===== src/rtl/bldc_pkg.sv =====
// Shared definitions for the BLDC controller datapath.
//   DATA_W : default operand/result width for the arithmetic blocks
//   data_t : one DATA_W-bit data word
package bldc_pkg;

  localparam int DATA_W = 9;

  typedef logic [DATA_W-1:0] data_t;

endpackage : bldc_pkg


===== src/rtl/sub9bit_core.sv =====
// Combinational ripple-carry adder: {c_out, r} = a + beff + ci.
// Ports:
//   a, beff  : WIDTH-bit operands (beff is already inverted for subtraction)
//   ci       : carry-in into bit 0
//   r        : WIDTH-bit sum
//   c_msb_in : carry into the most significant bit (used for overflow)
//   c_out    : carry out of the most significant bit
module sub9bit_core
  import bldc_pkg::*;
#(
  parameter int WIDTH = DATA_W
) (
  input  logic [WIDTH-1:0] a,
  input  logic [WIDTH-1:0] beff,
  input  logic             ci,
  output logic [WIDTH-1:0] r,
  output logic             c_msb_in,
  output logic             c_out
);

  // c[i] is the carry into bit i; c[WIDTH] is the carry out of the MSB.
  logic [WIDTH:0] c;

  assign c[0] = ci;

  for (genvar i = 0; i < WIDTH; i++) begin : g_bit
    assign r[i]   = a[i] ^ beff[i] ^ c[i];
    assign c[i+1] = (a[i] & beff[i]) | (c[i] & (a[i] ^ beff[i]));
  end

  assign c_msb_in = c[WIDTH-1];
  assign c_out    = c[WIDTH];

endmodule : sub9bit_core


===== src/rtl/sub9bit.sv =====
// Registered WIDTH-bit two's-complement adder/subtractor (ADSU-style).
//   ADD=1 : S = A + B + CI, CO = carry-out
//   ADD=0 : S = A - B - ~CI, CI/CO are active-low borrow-in/borrow-out
//   OFL   : signed overflow, carry into MSB xor carry out of MSB
// Ports:
//   clk, rst   : clock, synchronous active-high reset
//   in_vld     : operands valid this cycle (capture enable)
//   A, B       : operands
//   CI, ADD    : carry/borrow-in, mode select
//   S, CO, OFL : registered result, carry/borrow-out, overflow
//   out_vld    : S/CO/OFL were loaded by the previous cycle's in_vld
// Handshake: valid-only, no ready. A set of operands is taken on every rising
// edge where in_vld=1 and rst=0; its result is presented one cycle later with
// out_vld=1 for exactly that cycle. Without in_vld the result registers hold.
module sub9bit
  import bldc_pkg::*;
#(
  parameter int WIDTH = DATA_W
) (
  input  logic             clk,
  input  logic             rst,
  input  logic             in_vld,
  input  logic [WIDTH-1:0] A,
  input  logic [WIDTH-1:0] B,
  input  logic             CI,
  input  logic             ADD,
  output logic [WIDTH-1:0] S,
  output logic             CO,
  output logic             OFL,
  output logic             out_vld
);

  logic [WIDTH-1:0] beff;
  logic [WIDTH-1:0] r;
  logic             c_msb_in;
  logic             c_out;

  // Subtraction is A + ~B + CI, so CI=1 means "no borrow in".
  assign beff = ADD ? B : ~B;

  sub9bit_core #(
    .WIDTH (WIDTH)
  ) u_core (
    .a        (A),
    .beff     (beff),
    .ci       (CI),
    .r        (r),
    .c_msb_in (c_msb_in),
    .c_out    (c_out)
  );

  always_ff @(posedge clk) begin
    if (rst) begin
      S       <= '0;
      CO      <= 1'b0;
      OFL     <= 1'b0;
      out_vld <= 1'b0;
    end else begin
      out_vld <= in_vld;
      if (in_vld) begin
        S   <= r;
        CO  <= c_out;
        OFL <= c_msb_in ^ c_out;
      end
    end
  end

endmodule : sub9bit


===== config.mk =====
export PLATFORM = sky130hd
export DESIGN_NAME = sub9bit
export DESIGN_NICKNAME = d
export VERILOG_FILES = /design/src/rtl/bldc_pkg.sv /design/src/rtl/sub9bit_core.sv /design/src/rtl/sub9bit.sv
export SDC_FILE = /design/constraint.sdc
export NUM_CORES = 1
export LEC_CHECK = 0
export BUFFER_PORTS_ARGS = -buffer_cell sky130_fd_sc_hd__buf_2
export CELL_PAD_IN_SITES_DETAIL_PLACEMENT = 1
export CELL_PAD_IN_SITES_GLOBAL_PLACEMENT = 1
export CORE_MARGIN = 1
export CORE_UTILIZATION = 30
export DETAILED_ROUTE_END_ITERATION = 10
export PLACE_DENSITY_LB_ADDON = 0.15
export SLEW_MARGIN = 10
export SYNTH_ARGS = -nofsm -noshare
export SYNTH_HDL_FRONTEND = slang
export SYNTH_SLANG_ARGS = --single-unit
export TNS_END_PERCENT = 5

===== constraint.sdc =====
create_clock -name clk -period 4.8 [get_ports clk]
set_clock_uncertainty 0.05 [all_clocks]
set_input_delay 0.96 -clock clk [delete_from_list [all_inputs] [get_ports clk]]
set_output_delay 0.96 -clock clk [all_outputs]
set_load 0.01 [all_outputs]

After elaboration in Yosys (flattened, before gate mapping):

Index checks and enable logic that the tools add are counted.
W data, S select, Z words.

* bits in registers: 12
* bits of input ports: 23
* output and inout port bits: 12
* logic and storage cells: 52

* muxes and demuxes: 1
* bitwise logic cells: 47

Operator list (number)
* $xor A1 B1 Y1: 19
* $and A1 B1 Y1: 18
* $mux W9: 1
* $not A9 Y9: 1
* $or A1 B1 Y1: 9

Depth between registers and ports, before layout:

* word-level depth: 22
* mapped depth: 16

Modules after synthesis:

A second synthesis with hierarchy kept.

* cell total of the unflattened synthesis: 68
* area total of the unflattened synthesis: 752.0 um^2

By module, submodules not included
* sub9bit: instances 1, cells an instance 49, area each 534.3 um^2, sequential area each 240.2 um^2
* sub9bit_core: instances 1, cells an instance 19, area each 217.7 um^2, sequential area each 0.0 um^2

Worst setup path after synthesis:

No wires, ideal clock.

* kind: input to register
* start: input port ADD
* end: register S[8]
* library setup time: 117 ps
* data arrival time: 4817 ps
* setup slack: -184 ps
* cell stages on the path: 16
* path buffers: 1
* cells stage by stage: buf_4 -> xor2_1 -> fa_1 -> fa_1 -> fa_1 -> fa_1 -> fa_1 -> fa_1 -> inv_1 -> fa_1 -> inv_1 -> fa_1 -> inv_1 -> fa_1 -> mux2i_1 -> nor2_1

* word-level cells in the longest chain between the ends: 19
* elaborated cells on any way between the ends: 35
* classes of those cells: 1 x mux; 34 x bitwise

RTL lines
* from (decl): line sub9bit.sv:26 `input logic ADD,`
* $mux W9 *: line sub9bit.sv:39 `assign beff = ADD ? B : ~B;`
* $xor A1 B1 Y1: line sub9bit_core.sv:28 `assign c[i+1] = (a[i] & beff[i]) | (c[i] & (a[i] ^ beff[i]));`
* $and A1 B1 Y1: line sub9bit_core.sv:28
* $or A1 B1 Y1: line sub9bit_core.sv:28
* $and A1 B1 Y1: line sub9bit_core.sv:28
* $or A1 B1 Y1: line sub9bit_core.sv:28
* $and A1 B1 Y1: line sub9bit_core.sv:28
* $or A1 B1 Y1: line sub9bit_core.sv:28
* [4 not listed]
* $and A1 B1 Y1: line sub9bit_core.sv:28
* $or A1 B1 Y1: line sub9bit_core.sv:28
* $and A1 B1 Y1: line sub9bit_core.sv:28
* $or A1 B1 Y1: line sub9bit_core.sv:28
* $and A1 B1 Y1: line sub9bit_core.sv:28
* $or A1 B1 Y1: line sub9bit_core.sv:28
* $xor A1 B1 Y1 *: line sub9bit_core.sv:27 `assign r[i] = a[i] ^ beff[i] ^ c[i];`
* net r[8]: line sub9bit.sv:34 `logic [WIDTH-1:0] r;`
* to (signal assigned): line sub9bit.sv:61 `S <= r;`
* to (decl): line sub9bit.sv:27 `output logic [WIDTH-1:0] S,`

The timed path passes the listed nets; every way through them passes the cells marked *.
A chain may end at the register's enable or synchronous reset.

Worst setup path after layout:

Same ends and word-level chain as after synthesis.

==> flow_summary.yaml <==
place:
  dpl_cell_area_um2: 968
  routabilityCongestion: 0.636
  io_buffers: 34
  post-place-ws_ns: -0.138
  dp_hpwl_um: 1290
sta:
  setup_tns_ns: 0
  drv_slew: 0
  min_period_ns: 4.63
  rsz0062_at_grt: "false"
  max_freq_mhz: 216
  post-route-period-util: 0.964
  timing.hold.ws_ns: 0.449
  hold_viol: 0
  worst_slack_ns: 0.174
  tightest_slew_ns: 0.421
  setup_viol: 0
  maxSlewHeadroom: 0.720
clocking:
  clk_latency_ns: 0.27
  cts_hold_buf: 0
  cts_tree: "built"
  numCtsBuffers: 3
  cts_root_buf: "clkbuf_4"
  clk_pin_slew_ns: 0.08
  h-tree-depth: 1
  cts-resized-gates: 0
  cts.path.max_buffers: 2
  post_cts_buffers: 0
  numClockSinks: 12
routing:
  post_drt_wl_per_cell_um: 11.7
  vias: 576
  remaining_drc_errors: 0
  drtAntennaViolNets: 0
  drt_iter0_markers: 2
  dr.pass1.iters: 2
  avgViaCountPerCell: 4.27
  totalWireLength_um: 1570
worst_hold_path:
  hold_path.class: "flip-flop to flip-flop"
  min-delay-start: "S[6]"
  hold_depth: 2
  min_to: "S[6]"
die:
  die-height_um: 53.0
  die_width_um: 53.0
  die-area_um2: 2810
  core_um2: 2450
  io_pins: 35
  start_util: 0.318
  std_cell_rows: 18
power_and_ir_drop:
  power_leakage_nw: 0.500
  p_sw_frac: 0.306
  p_comb_frac: 0.334
  p_per_area_nw_per_um2: 295
  p_int_mw: 0.206
  power.share.sequential: 0.392
  ir_worst_vdd_v: 0.000134
  clkPwrFrac: 0.275
  power.switching_mw: 0.0908
grt:
  grt_pass1_vias: 610
  antenna_found_initial: 0
  grt_first_pass_wirelength_um: 2640
  grt_max_degree: 20
  gr-usage-all-layers: 0.136
  gr-total-overflow: 0
final_layout:
  fin_area_um2: 1000
  regArea_um2: 240
  n_antenna_cell: 0
  final_cell_mix: "34 x buf_2, 12 x dfxtp_1, 11 x inv_1"
  drive_above_1_share: 0.505
  final_util: 0.409
  multiInputGateArea_um2: 464
  nFillCells: 283
  final_nets: 138
  layout_commonest_cell: "buf_2"
  area_delta_synth_final_pct: 28.9
yosys:
  netlist_instances: 69
  synth_cell_types: 14
  synth_seq_cells: 12
  yosys-top-cells-area: "dfxtp_1 31%, fa_1 23%, a211oi_2 11%"
  seq_area_frac_synth: 0.308
  yosysTopAreaCellShare: 0.308
  avgSynthCellArea_um2: 11.3
  post-synth-top-area-cell: "dfxtp_1"
  syn-num-nets: 101
  yosys_warnings: 0
  syn_area_um2: 779
worst_setup_path:
  cp.arrival_ns: 4.73
  slowest_stage: "fa_1"
  worstPathBufferInverterCount: 4
  r2r-start: "OFL"
  r2r_cells: 2
  rr_endpoint: "OFL"
  cp-start-kind: "input port"
  path_class: "input port to flip-flop"
  cp.required_ns: 4.90
  path_depth: 16
  worst-path-max-fanout: 2
  cp_common_cell: "fa_2"
  crit_family: "adder cells"
  ff2ff_setup_slack_ns: 4.05
  worstPathCellList: "buf_2 -> xor2_1 -> fa_1 -> fa_2 -> fa_2 -> fa_2 -> fa_2 -> fa_1 -> inv_1 -> fa_1 -> inv_1 -> fa_2 -> inv_1 -> fa_1 -> mux2i_1 -> nor2_1"
  crit_path_end_kind: "flip-flop"
  critPathMaxStageDelay_ns: 0.40
flow_run:
  maxCapViolCount: 0
run_status:
  status: "complete, no violations"
-- metrics by stage --
stage          instances  power (mW)
6_report             135       0.297
5_1_grt              135       0.323
4_1_cts              135       0.303
3_5_place_dp         131       0.221
3_3_place_gp         131       0.218
2_1_floorplan         69       0.188
-- routing by layer --
layer | part of all wire | wire, µm | GRT usage | up-vias
li1 | - | - | - | 283
met1 | 0.40 | 634 | 0.160 | 275
met2 | 0.54 | 843 | 0.234 | 16
met3 | 0.047 | 74 | 0.0259 | 2
met4 | 0.013 | 20 | 0.0658 | 0
met5 | 0 | 0 | 0 | -
-- tightest hold or removal path, stage by stage (launching register included) --
cell     delay, ns
dfxtp_1       0.33
mux2i_1       0.06
nor2_1        0.07
-- final cells by class --
cell class,count,area share
Timing Repair Buffer,36,0.184
Inverter,11,0.0411
Tap cell,30,0.0374
Sequential cell,12,0.239
Clock buffer,4,0.0361
Multi-Input combinational cell,42,0.462
-- how the worst max path moves through the flow --
stage	endpoint	start	slack (ns)
final	S[8]	ADD	0.17
after global routing	S[8]	ADD	0.04
after global placement	S[8]	ADD	-0.05
after CTS	S[8]	ADD	0.14
after floorplan	S[8]	ADD	0.03
after detailed placement	S[8]	ADD	-0.14
-- cell usage after synthesis (all sizes together) --
cell type / n
nor2b: 1
nor2: 10
dfxtp: 12
a211oi: 7
a21o: 1
mux2i: 3
inv: 11
buf: 4
fa: 9
xnor2: 3
nor3b: 1
xor2: 7
-- state kept, by name (all words and copies together) (netlist names) --
signal and cells:
out_vld 1, CO 1, S 9, OFL 1
-- cell families after synthesis --
family	synth area share
xor+xnor	0.112
flops	0.308
buf+inv	0.112
compound gates	0.122
mux	0.0385
simple gates	0.0754
fa+ha+maj	0.231
-- power groups by stage --
stage	clock network [mW]	logic, mW	registers (mW)
CTS	0.0841	0.102	0.116
detailed placement	0	0.102	0.118
finish	0.0814	0.0990	0.116
global route	0.0914	0.114	0.118
floorplan	0	0.0632	0.124
global placement	0	0.0992	0.118
(Power assumes the default switching activity.)
